## src/rtl/cdi_pointer_device.sv

```systemverilog
// CD-i serial pointing-device emulator: turns MiSTer joystick bits into 3-byte pointer frames.
// Optional keepalive resend is enabled by defining POINTER_KEEPALIVE_EN.
module cdi_pointer_device #(
    parameter int         CLK_HZ        = 30000000,
    parameter int         BAUD          = 1200,
    parameter int         OC_TICKS      = 200000,
    parameter logic [7:0] REL_ID        = 8'hCA,
    parameter logic [7:0] ABS_ID        = 8'hCB,
    parameter int         SLOW_SPEED    = 2,
    parameter int         FAST_SPEED    = 8,
    parameter int         FAST_SPEED_OC = 7,
    parameter int         ACCEL_FRAMES  = 5,
    parameter int         LATCH_AHEAD   = 10
`ifdef POINTER_KEEPALIVE_EN
    ,
    parameter int         KEEPALIVE_SLOTS = 60
`endif
) (
    input  logic        clk,
    input  logic        reset_n,
    input  logic [15:0] mister_joystick,
    input  logic        rts,
    input  logic        overclock,
    input  logic        abs_mode,
    // serial_out_write is a one-clock strobe with serial_out_data valid in that same cycle;
    // the receiver has no backpressure, so every strobe is one delivered byte.
    output logic [7:0]  serial_out_data,
    output logic        serial_out_write,
    output logic [1:0]  dbg_state
);

    localparam int TICKS_NORM = CLK_HZ * 10 / BAUD;
    localparam int TICKS_MAX  = (TICKS_NORM > OC_TICKS) ? TICKS_NORM : OC_TICKS;
    localparam int CW         = $clog2(TICKS_MAX + 1);
    localparam int ACCEL_MAX  = ACCEL_FRAMES + 2;
    localparam int AW         = $clog2(ACCEL_MAX + 1);

    localparam logic [CW-1:0] T_NORM = CW'(TICKS_NORM);
    localparam logic [CW-1:0] T_OC   = CW'(OC_TICKS);

    typedef enum logic [1:0] {
        DEVICE_ID = 2'd0,
        BYTE0     = 2'd1,
        BYTE1     = 2'd2,
        BYTE2     = 2'd3
    } state_t;

    state_t        state_q, state_d;
    logic [CW-1:0] cnt_q;
    logic [CW-1:0] reload;
    logic          slot_end;
    logic          mode_abs_q;
    logic [AW-1:0] accel_q;
    logic [7:0]    pos_x_q, pos_y_q;
    logic [7:0]    prev_x_q, prev_y_q;
    logic          prev_b1_q, prev_b2_q;
    logic [7:0]    frame0_q, frame1_q, frame2_q;
    logic          send_req_q;

    logic          right, left, down, up, b1, b2, any_dir;
    logic [7:0]    step, dx, dy;
    logic [9:0]    sum_x, sum_y;
    logic [7:0]    sat_x, sat_y, x_new, y_new;
    logic          send_new;
    logic          latch_frame;
    logic          send_now;
    logic          emit, take_frame;
    logic [7:0]    emit_data;
    logic          unused_joy;

    assign right   = mister_joystick[0];
    assign left    = mister_joystick[1];
    assign down    = mister_joystick[2];
    assign up      = mister_joystick[3];
    assign b2      = mister_joystick[4];
    assign b1      = mister_joystick[5];
    assign any_dir = |mister_joystick[3:0];
    assign unused_joy = &{1'b0, mister_joystick[15:6]};

    assign reload      = overclock ? T_OC : T_NORM;
    assign slot_end    = (cnt_q == '0);
    assign latch_frame = !rts && (state_q == BYTE0) && (cnt_q == CW'(LATCH_AHEAD));
    assign dbg_state   = state_q;

    // Direction decode; the negative direction wins when both are held.
    always_comb begin
        if (accel_q >= AW'(ACCEL_FRAMES)) begin
            step = overclock ? 8'(FAST_SPEED_OC) : 8'(FAST_SPEED);
        end else begin
            step = 8'(SLOW_SPEED);
        end
        dx = 8'h00;
        if (left) begin
            dx = 8'h00 - step;
        end else if (right) begin
            dx = step;
        end
        dy = 8'h00;
        if (up) begin
            dy = 8'h00 - step;
        end else if (down) begin
            dy = step;
        end
    end

    // Absolute cursor: 10-bit sum, bit 9 flags underflow and bit 8 overflow.
    always_comb begin
        sum_x = {2'b00, pos_x_q} + {{2{dx[7]}}, dx};
        sum_y = {2'b00, pos_y_q} + {{2{dy[7]}}, dy};
        sat_x = sum_x[9] ? 8'h00 : (sum_x[8] ? 8'hFF : sum_x[7:0]);
        sat_y = sum_y[9] ? 8'h00 : (sum_y[8] ? 8'hFF : sum_y[7:0]);
        x_new = mode_abs_q ? sat_x : dx;
        y_new = mode_abs_q ? sat_y : dy;
        send_new = (b1 != prev_b1_q) || (b2 != prev_b2_q) ||
                   (x_new != prev_x_q) || (y_new != prev_y_q) ||
                   (!mode_abs_q && ((x_new != 8'h00) || (y_new != 8'h00)));
    end

`ifdef POINTER_KEEPALIVE_EN
    logic [15:0] idle_q;
    assign send_now = send_req_q || (idle_q >= 16'(KEEPALIVE_SLOTS));

    always_ff @(posedge clk or negedge reset_n) begin
        if (!reset_n) begin
            idle_q <= '0;
        end else if (rts || take_frame) begin
            idle_q <= '0;
        end else if (slot_end && (state_q == BYTE0)) begin
            idle_q <= idle_q + 16'd1;
        end
    end
`else
    assign send_now = send_req_q;
`endif

    always_comb begin
        state_d    = state_q;
        emit       = 1'b0;
        emit_data  = 8'h00;
        take_frame = 1'b0;
        if (rts) begin
            state_d = DEVICE_ID;
        end else if (slot_end) begin
            case (state_q)
                DEVICE_ID: begin
                    emit      = 1'b1;
                    emit_data = mode_abs_q ? ABS_ID : REL_ID;
                    state_d   = BYTE0;
                end
                BYTE0: begin
                    if (send_now) begin
                        emit       = 1'b1;
                        emit_data  = frame0_q;
                        take_frame = 1'b1;
                        state_d    = BYTE1;
                    end
                end
                BYTE1: begin
                    emit      = 1'b1;
                    emit_data = frame1_q;
                    state_d   = BYTE2;
                end
                default: begin
                    emit      = 1'b1;
                    emit_data = frame2_q;
                    state_d   = BYTE0;
                end
            endcase
        end
    end

    always_ff @(posedge clk or negedge reset_n) begin
        if (!reset_n) begin
            state_q <= DEVICE_ID;
        end else begin
            state_q <= state_d;
        end
    end

    always_ff @(posedge clk or negedge reset_n) begin
        if (!reset_n) begin
            cnt_q            <= T_NORM;
            serial_out_write <= 1'b0;
            serial_out_data  <= 8'h00;
            mode_abs_q       <= 1'b0;
            accel_q          <= '0;
            pos_x_q          <= 8'd128;
            pos_y_q          <= 8'd128;
            prev_x_q         <= 8'h00;
            prev_y_q         <= 8'h00;
            prev_b1_q        <= 1'b0;
            prev_b2_q        <= 1'b0;
            frame0_q         <= 8'h00;
            frame1_q         <= 8'h00;
            frame2_q         <= 8'h00;
            send_req_q       <= 1'b0;
        end else begin
            cnt_q            <= (rts || slot_end) ? reload : cnt_q - CW'(1);
            serial_out_write <= emit;
            if (emit) begin
                serial_out_data <= emit_data;
            end
            if (rts) begin
                mode_abs_q <= abs_mode;
            end
            if (latch_frame) begin
                frame0_q   <= {2'b11, b1, b2, y_new[7:6], x_new[7:6]};
                frame1_q   <= {2'b10, x_new[5:0]};
                frame2_q   <= {2'b10, y_new[5:0]};
                send_req_q <= send_new;
                if (mode_abs_q) begin
                    pos_x_q <= sat_x;
                    pos_y_q <= sat_y;
                end
                if (!any_dir) begin
                    accel_q <= '0;
                end else if (accel_q != AW'(ACCEL_MAX)) begin
                    accel_q <= accel_q + AW'(1);
                end
            end
            // The previous-sent values are recovered from the frame being sent.
            if (take_frame) begin
                prev_x_q  <= {frame0_q[1:0], frame1_q[5:0]};
                prev_y_q  <= {frame0_q[3:2], frame2_q[5:0]};
                prev_b1_q <= frame0_q[5];
                prev_b2_q <= frame0_q[4];
            end
        end
    end

endmodule
```

## config.mk

```make
export PLATFORM = sky130hd
export DESIGN_NAME = cdi_pointer_device
export DESIGN_NICKNAME = d
export VERILOG_FILES = /design/src/rtl/cdi_pointer_device.sv
export SDC_FILE = /design/constraint.sdc
export NUM_CORES = 1
export LEC_CHECK = 0
export BUFFER_PORTS_ARGS = -buffer_cell sky130_fd_sc_hd__buf_2
export CAP_MARGIN = 0
export CORE_MARGIN = 2
export CORE_UTILIZATION = 55
export CTS_CLUSTER_SIZE = 28
export DETAILED_ROUTE_END_ITERATION = 10
export GPL_ROUTABILITY_DRIVEN = 1
export PLACE_DENSITY_LB_ADDON = 0.12
export SYNTH_ARGS = -nofsm -noshare
export SYNTH_HDL_FRONTEND = slang
export SYNTH_SLANG_ARGS = --single-unit
export TNS_END_PERCENT = 30
```

## constraint.sdc

```tcl
create_clock -name clk -period 8.7 [get_ports clk]
set_input_delay 1.74 -clock clk [delete_from_list [all_inputs] [get_ports clk]]
set_output_delay 1.74 -clock clk [all_outputs]
set_load 0.01 [all_outputs]
```

## Word level (Yosys, flattened, before mapping)

Cells that the tools add are included.

- Flip-flop bits (word level): 89
- Output and inout port bits: 11
- Word-level logic and storage cells: 84

- Add/subtract/negate cells: 5
- $lt $le $gt $ge: 1
- Eq/ne operators: 10
- Muxes and demuxes: 32
- Reduce and logical (&&, ||, !) cells: 20

Operators by type and width:

| operator | count |
|---|---|
| 8-bit 2-to-1 mux | 14 |
| 8-bit one-hot mux with 3 select lines | 1 |
| 9-bit by 8-bit adder with 10-bit output | 2 |
| 18-bit by 4-bit equality test with 1-bit output (second input constant) | 1 |
| 18-bit zero test | 1 |
| 18-bit 2-to-1 mux | 1 |
| 18-bit by 1-bit subtractor with 18-bit output (second input constant) | 1 |
| 16-bit 2-to-1 mux | 1 |
| 8-bit inequality test | 2 |
| 8-bit nonzero test | 2 |
| 1-bit 2-to-1 mux | 8 |
| 1-bit by 8-bit subtractor with 8-bit output (first input constant) | 1 |
| 1-bit logical OR | 6 |
| 2-bit 2-to-1 mux | 3 |
| 3-bit 2-to-1 mux | 2 |
| 3-bit inequality test (second input constant) | 2 |
| 2-bit AND reduction | 3 |
| 4-bit 2-to-1 mux | 1 |
| 2-bit one-hot mux with 2 select lines | 1 |
| 4-bit OR reduction | 1 |
| 3-bit by 1-bit adder with 3-bit output (second input constant) | 1 |
| 3-bit >= comparator (second input constant) | 1 |
| 1-bit logical AND | 3 |
| 2-bit by 1-bit equality test with 1-bit output (second input constant) | 1 |
| other kinds (6) | 8 |

## Depth between registers and ports, before layout

- Depth in word-level cells: 12
- Depth in mapped cells: 20
- Mapped depth without buffers: 18

## Worst setup path after synthesis

OpenSTA, ideal clock, no wires.

- Path kind: input to register
- Start point: in overclock
- End point: reg send_req_q, in the netlist send_now
- Arrival time: 4.947 ns
- Path slack: 3.617 ns
- Cell stages on the path: 16
- Path buffers: 1
- Path through: nor2_1 inv_1 ha_1 nand2b_1 buf_2 inv_2 ha_1 nand4b_1 a211oi_2 o31a_1 or2_1 a21oi_1 xor2_1 a2111o_1 a2111oi_2 a31oi_1

- Word-level cells in the longest chain between the ends: 12

RTL lines:

| element | RTL line | text |
|---|---|---|
| start: declaration | 23 | `input logic overclock,` |
| 4-bit 2-to-1 mux * | 88 | `step = overclock ? 8'(FAST_SPEED_OC) : 8'(FAST_SPEED);` |
| 8-bit 2-to-1 mux * | 87 | `if (accel_q >= AW'(ACCEL_FRAMES)) begin` |
| 1-bit by 8-bit subtractor with 8-bit output (tied with other cells) | 94, 100 |  |
| 8-bit 2-to-1 mux (on tied branches) | 93, 99 |  |
| 9-bit by 8-bit adder with 10-bit output (on tied branches) | 108, 109 |  |
| 8-bit 2-to-1 mux (on tied branches) (2 in series) | 110, 111 |  |
| 8-bit 2-to-1 mux (on tied branches) | 112, 113 |  |
| 8-bit inequality test or 8-bit nonzero test (tied branches) | 115, 116 |  |
| 1-bit logical OR (on tied branches) | 114, 116 |  |
| 1-bit logical OR or 1-bit logical AND (tied branches) | 115, 116 |  |
| 1-bit logical OR * | 115 | `(x_new != prev_x_q) \|\| (y_new != prev_y_q) \|\|` |
| end signal: assignment | 210 | `send_req_q <= send_new;` |
| end: declaration | 58 | `logic send_req_q;` |

Mark *: on every way between the ends. The rest lies on a longest branch, timed or not.
A chain may end at the register's enable or synchronous reset.

## Worst setup path in the final report

Ends and elaborated chain as after synthesis.

==> flow_summary.toml <==
[run_status]
status = "finished clean"

[yosys]
ys_warn_count = 0
ys.flop_type = "dfrtp_1"
ys_types = 80
synthTopCellsByArea = "dfrtp_1, ha_1, nand2_1"
netlist_area_sq_mm = 0.00584
ys_ff_latch = 87
ys_seq_area_share_pct = 37.5
syn-instance-count = 649
synthArstFlopShare_pct = 100
synthesis.nets = 700
synth_edf_count = 0
synth.largest_area_cell = "dfrtp_1"
synth_top_area_share_pct = 33.4
syn_avg_cell_area_sq_um = 9.00

[clocking]
path_clk_slew_ns = 0.09
clock-sinks = 87
cts_made_buffers = 9
htree_levels = 3
cts_tree = "yes"
hold_buffers = 0
postCtsSetupRepairBufs = 0
cts-root-buf = "clkbuf_8"
worstSkewPairLatency_ns = 0.36
ctsResizeCount = 0
cts_buffer_depth = 2

[critical_path]
arrival_ns = 5.80
timing.rr.end = "send_now$_DFFE_PN0P_"
crit_fanout = 12
crit_type = "in -> reg"
critical_path_required_ns = 8.92
r2r_slack_ns = 3.66
cp-start-kind = "input port"
r2r_cells = 18
reg2reg_from = "accel_q[1]$_DFFE_PN0P_"
end_kind = "flop"

[sta]
rsz0062_at_grt = "false"
finClkSkew_ns = 0.00873
drv_slew = 0
fin_crit_sh_pct = 64.1
setup_tns_ns = 0
setup_violations = 0
min_period_ns = 5.57
finalHoldViolCount = 0
relSlewSlack_pct = 44.2
worstMarginPinSlew_ns = 0.835
fmax_ghz = 0.179

[floorplanning]
ios = 32
rows = 37
die_w_microns = 107
start_util_pct = 56.6
fp.dieH_microns = 107
dieArea_sq_mm = 0.0115
coreArea_sq_mm = 0.0103

[global_route]
track_usage_pct = 26.2
grt_pass1_wl_microns = 23800
antenna_found_initial = 0
grt_max_degree = 64
overflow = 0
grt_pass1_vias = 4789

[place]
gp_congestion = 0.987
hpwl_microns = 10100
place_area_sq_mm = 0.00599
portBuffers = 21

[layout]
drive_above_1_share_pct = 14.1
n_antenna_cell = 0
nNetsFinal = 700
syn_to_final_growth_pct = 6.00
fin_area_sq_mm = 0.00619

[drt]
vias_per_cell = 6.18
drt-initial-drc-count = 448
first_pass_iters = 9
ant_nets = 0
drc_errors = 0
num_vias = 4880
wl_per_cell_microns = 17.8
drt_wl_total_microns = 14000

[run]
drv_cap = 0

[min_path]
hp-class = "reg -> reg"
hold_start = "serial_out_data[3]$_DFFE_PN0P_"
min_to = "serial_out_data[3]$_DFFE_PN0P_"
hold_depth = 2

[pwr]
p_per_area_mw_per_mm2 = 135
power_leakage_nw = 2.76
p_total_w = 0.000833
ir_drop_mv = 0.132
[critical path, stage by stage]
cell and delay (ns):
buf_2 0.16, nor2_1 0.27, inv_1 0.08, ha_1 0.31, a22oi_1 0.39, inv_1 0.11
ha_1 0.37, o211a_1 0.23, o21a_1 0.13, o211ai_1 0.27, nand2_1 0.34, a2111oi_2 0.39
o2111ai_1 0.17, a2111o_1 0.38, a2111oi_2 0.33, a31oi_1 0.12
[layer usage]
metal,share of wire (%),GRT usage (%)
met5,0,0
met4,2.2,9.55
met3,5.4,4.38
met2,46,41.5
met1,46,36.3
[where the power goes]
group          internal (W)  leakage, nW  switching, W  total [W]
Sequential         0.000417         1.13     0.0000102   0.000427
Combinational     0.0000394         1.53     0.0000769   0.000116
Clock              0.000143        0.101      0.000147   0.000290
Total              0.000599         2.76      0.000234   0.000833
[cells by family after synthesis]
logic type	share of synthesized area, %
simple gates	17.3
mux	5.10
compound gates	23.6
xor+xnor	4.80
fa+ha+maj	6.69
buf+inv	4.99
flops	37.5
[final cells by class]
class | count | area, sq um
clock buffer | 12 | 145
clock inverter | 4 | 52.6
fill | 890 | 4140
inverter | 33 | 124
multi-input combinational | 492 | 3360
sequential | 87 | 2190
tap | 136 | 170
timing repair buffer | 26 | 145
[cell usage after synthesis, types with 3 or more instances]
master     number
a2111o_1        3
a211oi_1       10
a21o_1          8
a21oi_1        40
a221o_1         5
a22o_1          4
a22oi_1         5
a31oi_1         9
and2_1          4
and4_1          4
buf_2           5
clkbuf_1       28
dfrtp_1        78
dfstp_2         9
ha_1           28
inv_1          31
mux2_2         22
mux2i_1         5
nand2_1        70
nand2b_1       11
nand3_1         8
nand3b_1        3
nor2_1         46
nor2b_1         7
nor3_1         21
nor4_1          5
o2111ai_1       7
o211ai_1        4
o21a_1          3
o21ai_0        52
o21bai_1        5
o22ai_1         6
o31a_1          3
o31ai_1         6
or3_1           8
xnor2_1        16
xor2_1         16
[placed cells by master (no fill, tap or decap), drive strengths merged, types with 7 or more instances in the layout]
cell and n:
a211oi 12, a21o 8, a21oi 40, a31oi 9, buf 26, clkbuf 12, dfrtp 78, dfstp 9
ha 28, inv 34, mux2 22, nand2 70, nand2b 11, nand3 8, nor2 46, nor2b 8
nor3 21, nor4 7, o2111ai 7, o21ai 54, o22ai 7, o31ai 7, or3 9, xnor2 16
xor2 16
[how the worst max path moves through the flow]
stage / from / end / slack [ns] / cells after the start
after global routing: overclock / send_now$_DFFE_PN0P_ / 2.82 / 16
after global placement: overclock / send_now$_DFFE_PN0P_ / 2.86 / 16
after detailed placement: overclock / send_now$_DFFE_PN0P_ / 2.84 / 16
after floorplan: overclock / send_now$_DFFE_PN0P_ / 3.62 / 16
final: overclock / send_now$_DFFE_PN0P_ / 3.13 / 16
after CTS: overclock / send_now$_DFFE_PN0P_ / 3.21 / 16
[per-stage QoR]
step | cells | hold slack (ns) | worst slack, ns | utilization (%)
after global routing | 790 | 0.520 | 2.82 | 59.9
after detailed placement | 774 | 0.466 | 2.84 | 58.0
after CTS | 790 | 0.485 | 3.21 | 59.9
after global placement | 774 | 0.462 | 2.86 | 58.0
after floorplan | 649 | 0.450 | 3.62 | -
final | 790 | 0.477 | 3.13 | 59.9
[registers in the layout, summed over array words and instances, names as in the netlist]
signal            count
prev_y_q              8
pos_y_q               8
frame2_q              6
prev_b1_q             1
frame1_q              6
frame0_q              7
cnt_q                18
pos_x_q               8
accel_q               3
send_now              1
prev_x_q              8
dbg_state             2
serial_out_write      1
serial_out_data       8
mode_abs_q            1
prev_b2_q             1
(Power assumes the default switching activity.)
